--- src/rtl/bru_pkg.sv ---
// Shared definitions for the branch resolve unit: RISC-V funct3 encodings and
// the layout of one stored result entry.
package bru_pkg;

   localparam logic [2:0] F3_BEQ  = 3'b000;
   localparam logic [2:0] F3_BNE  = 3'b001;
   localparam logic [2:0] F3_SLT  = 3'b010;
   localparam logic [2:0] F3_SLTU = 3'b011;
   localparam logic [2:0] F3_BLT  = 3'b100;
   localparam logic [2:0] F3_BGE  = 3'b101;
   localparam logic [2:0] F3_BLTU = 3'b110;
   localparam logic [2:0] F3_BGEU = 3'b111;

   // The SLT/SLTU result is a single bit; the upper result bits are always zero.
   localparam int SLT_BIT_W = 1;
   localparam int FLAG_W    = 2 + SLT_BIT_W;

   typedef struct packed {
      logic taken;
      logic illegal;
      logic slt_bit;
   } bru_flags_t;

endpackage

--- src/rtl/bru_cmp_core.sv ---
// Combinational operand comparator: equality, unsigned less-than and signed
// less-than for DATA_W-bit operands.
module bru_cmp_core #(
   parameter int DATA_W = 32
) (
   input  logic [DATA_W-1:0] op_a_i,
   input  logic [DATA_W-1:0] op_b_i,
   output logic              eq_o,
   output logic              lt_o,
   output logic              ltu_o
);

   logic low_ltu;

   assign eq_o    = (op_a_i == op_b_i);
   assign ltu_o   = (op_a_i < op_b_i);
   assign low_ltu = (op_a_i[DATA_W-2:0] < op_b_i[DATA_W-2:0]);

   // Differing signs: a is smaller exactly when a is the negative one.
   assign lt_o = (op_a_i[DATA_W-1] != op_b_i[DATA_W-1]) ? op_a_i[DATA_W-1] : low_ltu;

endmodule

--- src/rtl/branch_resolve_unit.sv ---
// Registered branch / SLT resolution stage with a 2-entry skid buffer.
// Define BRU_TARGET_EN to add branch target computation and misalign flagging.
module branch_resolve_unit
   import bru_pkg::*;
#(
   parameter int DATA_W = 32
) (
   input  logic              clk_i,
   input  logic              rst_i,
   input  logic              flush_i,
   input  logic              in_valid_i,
   output logic              in_ready_o,
   input  logic [DATA_W-1:0] op_a_i,
   input  logic [DATA_W-1:0] op_b_i,
   input  logic [2:0]        funct3_i,
   input  logic              is_branch_i,
`ifdef BRU_TARGET_EN
   input  logic [DATA_W-1:0] pc_i,
   input  logic [DATA_W-1:0] imm_i,
   output logic [DATA_W-1:0] target_o,
   output logic              misalign_o,
`endif
   output logic              out_valid_o,
   input  logic              out_ready_i,
   output logic              taken_o,
   output logic [DATA_W-1:0] slt_res_o,
   output logic              illegal_o
);

   logic       eq, lt, ltu;
   logic       accept;
   bru_flags_t in_flags;

   logic       m_valid_q, m_valid_d, s_valid_q, s_valid_d;
   bru_flags_t m_flags_q, m_flags_d, s_flags_q, s_flags_d;
`ifdef BRU_TARGET_EN
   logic [DATA_W-1:0] in_target;
   logic [DATA_W-1:0] m_target_q, m_target_d, s_target_q, s_target_d;
   assign in_target = pc_i + imm_i;
`endif

   bru_cmp_core #(.DATA_W(DATA_W)) u_cmp (
      .op_a_i (op_a_i),
      .op_b_i (op_b_i),
      .eq_o   (eq),
      .lt_o   (lt),
      .ltu_o  (ltu)
   );

   always_comb begin
      // NOTE: every signal assigned here gets a default first so no path infers a latch.
      in_flags = '0;
      if (is_branch_i) begin
         unique case (funct3_i)
            F3_BEQ:  in_flags.taken = eq;
            F3_BNE:  in_flags.taken = !eq;
            F3_BLT:  in_flags.taken = lt;
            F3_BGE:  in_flags.taken = !lt;
            F3_BLTU: in_flags.taken = ltu;
            F3_BGEU: in_flags.taken = !ltu;
            default: in_flags.illegal = 1'b1;
         endcase
      end else begin
         unique case (funct3_i)
            F3_SLT:  in_flags.slt_bit = lt;
            F3_SLTU: in_flags.slt_bit = ltu;
            default: in_flags.illegal = 1'b1;
         endcase
      end
   end

   // Depends only on stored state and flush, never on out_ready_i.
   assign in_ready_o = !s_valid_q && !flush_i;
   assign accept     = in_valid_i && in_ready_o;

   always_comb begin
      m_valid_d = m_valid_q;
      s_valid_d = s_valid_q;
      m_flags_d = m_flags_q;
      s_flags_d = s_flags_q;
`ifdef BRU_TARGET_EN
      m_target_d = m_target_q;
      s_target_d = s_target_q;
`endif
      if (flush_i) begin
         m_valid_d = 1'b0;
         s_valid_d = 1'b0;
      end else if (!m_valid_q || out_ready_i) begin
         // M is free or draining: refill from S first to keep FIFO order.
         if (s_valid_q) begin
            m_valid_d = 1'b1;
            m_flags_d = s_flags_q;
            s_valid_d = 1'b0;
`ifdef BRU_TARGET_EN
            m_target_d = s_target_q;
`endif
         end else begin
            m_valid_d = accept;
            if (accept) begin
               m_flags_d = in_flags;
`ifdef BRU_TARGET_EN
               m_target_d = in_target;
`endif
            end
         end
      end else if (accept) begin
         s_valid_d = 1'b1;
         s_flags_d = in_flags;
`ifdef BRU_TARGET_EN
         s_target_d = in_target;
`endif
      end
   end

   // NOTE: payload registers are reset too, since outputs must read zero out of reset.
   always_ff @(posedge clk_i or posedge rst_i) begin
      if (rst_i) begin
         m_valid_q <= 1'b0;
         s_valid_q <= 1'b0;
         m_flags_q <= '0;
         s_flags_q <= '0;
`ifdef BRU_TARGET_EN
         m_target_q <= '0;
         s_target_q <= '0;
`endif
      end else begin
         // NOTE: non-blocking assignments so every flop samples pre-edge values.
         m_valid_q <= m_valid_d;
         s_valid_q <= s_valid_d;
         m_flags_q <= m_flags_d;
         s_flags_q <= s_flags_d;
`ifdef BRU_TARGET_EN
         m_target_q <= m_target_d;
         s_target_q <= s_target_d;
`endif
      end
   end

   assign out_valid_o = m_valid_q;
   assign taken_o     = m_flags_q.taken;
   assign illegal_o   = m_flags_q.illegal;
   assign slt_res_o   = {{(DATA_W-1){1'b0}}, m_flags_q.slt_bit};
`ifdef BRU_TARGET_EN
   assign target_o    = m_target_q;
   assign misalign_o  = m_flags_q.taken && (m_target_q[1:0] != 2'b00);
`endif

endmodule

--- config.mk ---
export PLATFORM = sky130hd
export DESIGN_NAME = branch_resolve_unit
export DESIGN_NICKNAME = d
export VERILOG_FILES = /design/src/rtl/bru_pkg.sv /design/src/rtl/bru_cmp_core.sv /design/src/rtl/branch_resolve_unit.sv
export SDC_FILE = /design/constraint.sdc
export NUM_CORES = 1
export LEC_CHECK = 0
export CORE_MARGIN = 2
export CORE_UTILIZATION = 37
export DETAILED_ROUTE_END_ITERATION = 16
export GPL_TIMING_DRIVEN = 0
export PLACE_DENSITY = 0.92
export SLEW_MARGIN = 5
export SYNTH_ARGS = -nofsm -noshare
export SYNTH_HDL_FRONTEND = slang
export SYNTH_HIERARCHICAL = 1
export SYNTH_SLANG_ARGS = --single-unit
--- constraint.sdc ---
create_clock -name clk_i -period 1.46 [get_ports clk_i]
set_input_delay 0.219 -clock clk_i [delete_from_list [all_inputs] [get_ports clk_i]]
set_output_delay 0.219 -clock clk_i [all_outputs]
set_load 0.005 [all_outputs]
==> results of run 1 <==
-- area by class of cell --
cell class                      count  area, µm²
Multi-Input combinational cell    162       1680
Clock buffer                        3       41.3
Buffer                             32        244
Tap cell                           52       65.1
Sequential cell                     8        200
Fill cell                         332       1170
Timing Repair Buffer               92        798
Inverter                           34        155
-- critical path, stage by stage --
cell and delay [ns]:
clkdlybuf4s15_1 0.22, ha_4 0.31, and4_4 0.24, nand4_1 0.14, nor2_2 0.19, nand2_2 0.09, nor4_4 0.30, nor3_2 0.08
nor3b_1 0.25, a32oi_1 0.14, a21oi_1 0.15
-- synth_stat cells, types with 2 or more instances --
library cell	count	area, µm²
o21ai_0	4	20.0
a21oi_2	3	26.3
nand2_1	8	30.0
buf_4	31	233
mux2_2	2	22.5
nor2b_1	2	12.5
xnor2_1	2	17.5
a211o_1	2	17.5
nand4_1	8	50.1
inv_1	34	128
nand3_1	7	35.0
ha_1	32	400
o21a_1	2	15.0
and2b_1	2	15.0
and4_1	3	26.3
nor2_1	6	22.5
nor3_1	2	10.0
dfrtp_1	8	200
o211ai_1	3	22.5
a21oi_1	13	65.1
mux2i_1	3	30.0
-- logic make-up (layout without fill, tap and decap cells) --
| family | after synthesis | count (layout) | synth area share (%) |
|---|---|---|---|
| flip-flops | 8 | 8 | 11.9 |
| AND/OR/NAND/NOR | 51 | 51 | 18.8 |
| buffers and inverters | 66 | 161 | 22.1 |
| adder cells (fa/ha/maj) | 32 | 32 | 23.8 |
| multiplexers | 5 | 5 | 3.13 |
| AO/OA/AOI/OAI | 41 | 41 | 18.9 |
| XOR/XNOR | 2 | 2 | 1.04 |
| other | 1 | 31 | 0.223 |
-- worst paths after layout --
kind                            cells past startpoint                     start  slack [ns]                        to
worst max-delay path                               11                op_a_i[30]       -0.72       taken_o$_DFFE_PP0P_
worst min-delay path                                2                     rst_i        0.24     s_valid_q$_DFFE_PP0P_
worst max register to register                      3   out_valid_o$_DFFE_PP0N_        0.16  s_flags_q[1]$_DFFE_PP0P_
worst min register to register                      1  s_flags_q[1]$_DFFE_PP0P_        0.51  s_flags_q[1]$_DFFE_PP0P_
max in group asynchronous                           2                     rst_i        0.97     illegal_o$_DFFE_PP0P_
min in group clk_i                                  2                   flush_i        0.45   out_valid_o$_DFFE_PP0N_
-- layer usage --
metal  up-vias  track usage (%)
met5         -                0
met4         0             5.66
met3        11             2.81
met2        77             39.5
met1       853             22.4
li1        918                -
-- cell usage in the layout (no fill, tap or decap), drive strengths merged, types with 2 or more instances in the layout --
cell type / count
a211o: 2
conb: 31
clkdlybuf4s50: 13
o21ai: 6
dfrtp: 8
a21oi: 16
xnor2: 2
nor2: 8
clkdlybuf4s15: 28
a31oi: 2
ha: 32
o211ai: 3
nand3: 7
nor3: 3
clkbuf: 3
buf: 71
and4: 3
dlygate4sd2: 12
mux2: 2
and2b: 3
nor3b: 2
inv: 34
nand2: 8
nand4: 8
o21a: 2
nor2b: 2
mux2i: 3
-- timing repair --
item	CTS	global route
pin swaps	68	6
endpoints found under the setup margin	5	4
setup buffers	15	0
resized for setup	229	2
-- per-stage QoR --
step	setup WS (ns)	cell area, µm²	setup TNS (ns)	instances	hold slack (ns)
after CTS	-0.620	3180	-2.29	383	0.248
after global placement	-1.35	2800	-5.60	365	0.474
after floorplan	-0.551	1960	-2.08	236	0.0347
final	-0.717	3190	-2.59	383	0.245
after detailed placement	-1.40	2800	-5.77	365	0.478
after global routing	-0.841	3190	-3.16	383	0.274
-- sequential cells by signal, indices dropped and copies added, names as in the netlist --
register,count
illegal_o,1
out_valid_o,1
s_flags_q,3
s_valid_q,1
slt_res_o,1
taken_o,1
-- power breakdown --
| group | switching, W | leakage, nW | internal (W) |
|---|---|---|---|
| logic | 0.000377 | 1.32 | 0.000506 |
| registers | 0.0000165 | 0.100 | 0.000255 |
| clock network | 0.0000915 | 0.0216 | 0.000179 |
==> impl_metrics.json, run 1 <==
{
  "synth-edff-count": 0,
  "postCtsHoldBufs": 0,
  "vias_per_cell": 4.85,
  "rsz0062_at_grt": "true",
  "drive_above_1_share_pct": 51.4,
  "ys.flop_type": "dfrtp_1",
  "synth_seq_area_share_pct": 11.9,
  "peakVddDrop_mv": 0.212,
  "cts-root-buf": "clkbuf_8",
  "path_max_fanout": 3,
  "die_area_um2": 5100,
  "top_layer_used": "met4",
  "h-tree-depth": 1,
  "start_util_pct": 38.6,
  "wl_per_cell_um": 13.4,
  "grt_pass1_wl_um": 8360,
  "ant_nets": 0,
  "cts.sinks": 8,
  "finalHoldViolCount": 0,
  "synth_area_um2": 1680,
  "wl_met3_um": 295,
  "p_leak_nw": 1.45,
  "async_flop_share_pct": 100,
  "layout.nets": 438,
  "drc": 0,
  "routed_wl_um": 5130,
  "hpwl_um": 3740,
  "period_needed_ns": 2.18,
  "grt_max_degree": 9,
  "coreArea_um2": 4350,
  "drv_slew": 0,
  "cts_made_buffers": 3,
  "antenna_found_initial": 0,
  "path_clk_slew_ns": 0.04,
  "antenna_cells": 0,
  "port_buffers": 77,
  "drt_pass1_iterations": 4,
  "finalCritPeriodShare_pct": 149,
  "hp-class": "in2async",
  "final_util_pct": 73.2,
  "grt_usage_pct": 20.2,
  "violations": "setup timing",
  "ys_types": 50,
  "synth_cells": 206,
  "ys_ff_latch": 8,
  "cts_tree": "done",
  "crit_path_end_kind": "register",
  "outcome": "complete, but fails checks",
  "crit_path_start_kind": "primary input",
  "grt-ovfl-total": 0,
  "synthToLayoutAreaGrowth_pct": 89.6,
  "setup_violations": 4,
  "wl_met1_um": 1910,
  "p_total_w": 0.00142,
  "drv_cap": 0,
  "synth_area_per_cell_um2": 8.16,
  "max_freq_mhz": 459,
  "vias": 1859,
  "cts_buffer_depth": 2,
  "die_h_um": 71.4,
  "fin_worst_skew_ns": 0.00459,
  "pin_count": 109,
  "die_x_um": 71.4,
  "yosysWarningCount": 6,
  "cp.required_ns": 1.62,
  "powerDensity_nw_per_um2": 447,
  "rows": 24,
  "worst-setup-path-type": "in2reg",
  "gp_congestion": 0.808,
  "met2_length_um": 2850,
  "drtIter0Drc": 96,
  "worst_skew_pair.late_latency_ns": 0.23,
  "worstPathArrival_ns": 2.34,
  "setup_ws_ns": -0.717,
  "grt_pass1_vias": 1938
}
Power figures use the tool's default switching activity.
==> inputs of run 2 (changes only) <==
--- a/config.mk
+++ b/config.mk
@@ -5,7 +5,6 @@
 export SDC_FILE = /design/constraint.sdc
 export NUM_CORES = 1
 export LEC_CHECK = 0
-export CORE_MARGIN = 2
 export CORE_UTILIZATION = 37
 export DETAILED_ROUTE_END_ITERATION = 16
 export GPL_TIMING_DRIVEN = 0
==> run 2 against run 1 <==
The run still ends with setup timing left. Combinational power down 2%. Final cell count down 2.6%. Non-clock buffer count down 10. Flip-flop and latch count unchanged. Clock skew down 0.0014 ns. First-iteration DRC count down 49%. Worst setup slack better by 0.046 ns. Register-to-register slack about the same. Largest cell class unchanged.
==> impl_metrics.json, run 2 (synthesis results as in run 1) <==
{
  "outcome": "complete, but fails checks",
  "violations": "setup timing",
  "vias": 1745,
  "final_util_pct": 71.6,
  "crit_path_end_kind": "register",
  "coreArea_um2": 4350,
  "synthToLayoutAreaGrowth_pct": 85.6,
  "instances_no_fill": 373,
  "p_seq_share_pct": 19.4,
  "worstPathArrival_ns": 2.24,
  "worst-setup-path-type": "in2reg",
  "cts_tree": "done",
  "top_register": "s_flags_q",
  "vias_per_cell": 4.68,
  "postCtsHoldBufs": 0,
  "antenna_found_initial": 0,
  "drive_above_1_share_pct": 46.7,
  "finalCritPeriodShare_pct": 146,
  "wl_per_cell_um": 13.1,
  "h-tree-depth": 1,
  "largest_register_ffs": 3,
  "pin_count": 109,
  "grt_usage_pct": 19.6,
  "path_max_fanout": 3,
  "rows": 24,
  "clockPowerShare_pct": 19.1,
  "path_clk_slew_ns": 0.04,
  "peakVddDrop_mv": 0.219,
  "grt_pass1_wl_um": 7740,
  "mostFrequentLayoutCell": "dlygate4sd2_1",
  "drt_pass1_iterations": 4,
  "final_cell_mix": "dlygate4sd2_1 (43), buf_4 (36), conb_1 (31)",
  "port_buffers": 77,
  "comb_power_share_pct": 61.5,
  "fin_worst_skew_ns": 0.00314,
  "drv_cap": 0,
  "powerDensity_nw_per_um2": 452,
  "ant_nets": 0,
  "setup_ws_ns": -0.671,
  "layout.nets": 428,
  "cts_buffer_depth": 2,
  "netSwitchingFraction_pct": 34.4,
  "cp.required_ns": 1.57,
  "routed_wl_um": 4900,
  "p_int_w": 0.000925,
  "tns_ns": -2.55,
  "antenna_cells": 0,
  "cts-root-buf": "clkbuf_8",
  "hp-class": "in2async",
  "dp_cells": 365,
  "p_leak_nw": 1.41,
  "grt-ovfl-total": 0,
  "start_util_pct": 38.6,
  "period_needed_ns": 2.13,
  "p_switching_w": 0.000484,
  "crit_path_start_kind": "primary input",
  "grt_pass1_vias": 1769,
  "cts.sinks": 8,
  "die_area_um2": 4810,
  "die_x_um": 69.4,
  "rsz0062_at_grt": "true",
  "drtIter0Drc": 49,
  "max_freq_mhz": 469,
  "gp_congestion": 0.775,
  "grt_max_degree": 9,
  "hpwl_um": 3550,
  "die_h_um": 69.4,
  "finalHoldViolCount": 0,
  "n_fill_cell": 336,
  "worst_skew_pair.late_latency_ns": 0.23,
  "cts_made_buffers": 3,
  "drc": 0,
  "setup_violations": 4,
  "drv_slew": 0
}
run 2: worst max-delay path, stage by stage:
cell	delay, ns
dlygate4sd2_1	0.26
ha_4	0.17
a21oi_4	0.16
a21oi_4	0.08
a2111oi_4	0.33
nand2_1	0.11
a311oi_2	0.32
and2_1	0.21
o21ai_2	0.08
a32oi_1	0.22
a21oi_1	0.08
run 2: final timing paths:
path,from,to,slack [ns],cells after the start
max in group asynchronous,rst_i,s_flags_q[1]$_DFFE_PP0P_,0.98,2
min in group clk_i,flush_i,out_valid_o$_DFFE_PP0N_,0.46,2
worst min register to register,s_flags_q[2]$_DFFE_PP0P_,s_flags_q[2]$_DFFE_PP0P_,0.49,2
worst min-delay path,rst_i,out_valid_o$_DFFE_PP0N_,0.24,2
worst max-delay path,op_a_i[9],taken_o$_DFFE_PP0P_,-0.67,11
worst max register to register,out_valid_o$_DFFE_PP0N_,s_flags_q[1]$_DFFE_PP0P_,0.16,3
run 2: timing repair:
action / CTS / global route
buffers inserted: 5 / 1
pin swaps: 54 / 27
setup endpoints to repair: 5 / 4
gates resized for setup: 168 / 18
run 2: area by class of cell:
cell class / instances / area, µm² / share of cell area, %
buffer: 32 / 244 / 7.82
timing repair buffer: 82 / 711 / 22.8
clock buffer: 3 / 41.3 / 1.32
tap: 52 / 65.1 / 2.09
multi-input combinational: 162 / 1710 / 54.8
inverter: 34 / 150 / 4.81
sequential: 8 / 200 / 6.42
run 2: routing by layer:
metal,GRT usage (%),part of all wire (%)
met2,39.3,55
met4,4.76,2.1
met5,0,0
met3,2.62,6.1
met1,21.1,37
run 2: power by group through the flow:
stage / sequential [W] / combinational, W / clock [W]
3_3_place_gp: 0.000272 / 0.000713 / 0
5_1_grt: 0.000278 / 0.000941 / 0.000285
6_report: 0.000273 / 0.000866 / 0.000270
3_5_place_dp: 0.000274 / 0.000736 / 0
4_1_cts: 0.000271 / 0.000804 / 0.000271
2_1_floorplan: 0.000273 / 0.000418 / 0
run 2: per-stage QoR:
| step | setup slack [ns] | power, W | hold slack [ns] | area, µm² |
|---|---|---|---|---|
| 3_3_place_gp | -1.34 | 0.000986 | 0.473 | 2800 |
| 6_report | -0.671 | 0.00141 | 0.237 | 3120 |
| 3_5_place_dp | -1.40 | 0.00101 | 0.481 | 2800 |
| 5_1_grt | -0.796 | 0.00150 | 0.274 | 3120 |
| 2_1_floorplan | -0.551 | 0.000691 | 0.0347 | 1960 |
| 4_1_cts | -0.662 | 0.00135 | 0.242 | 3080 |
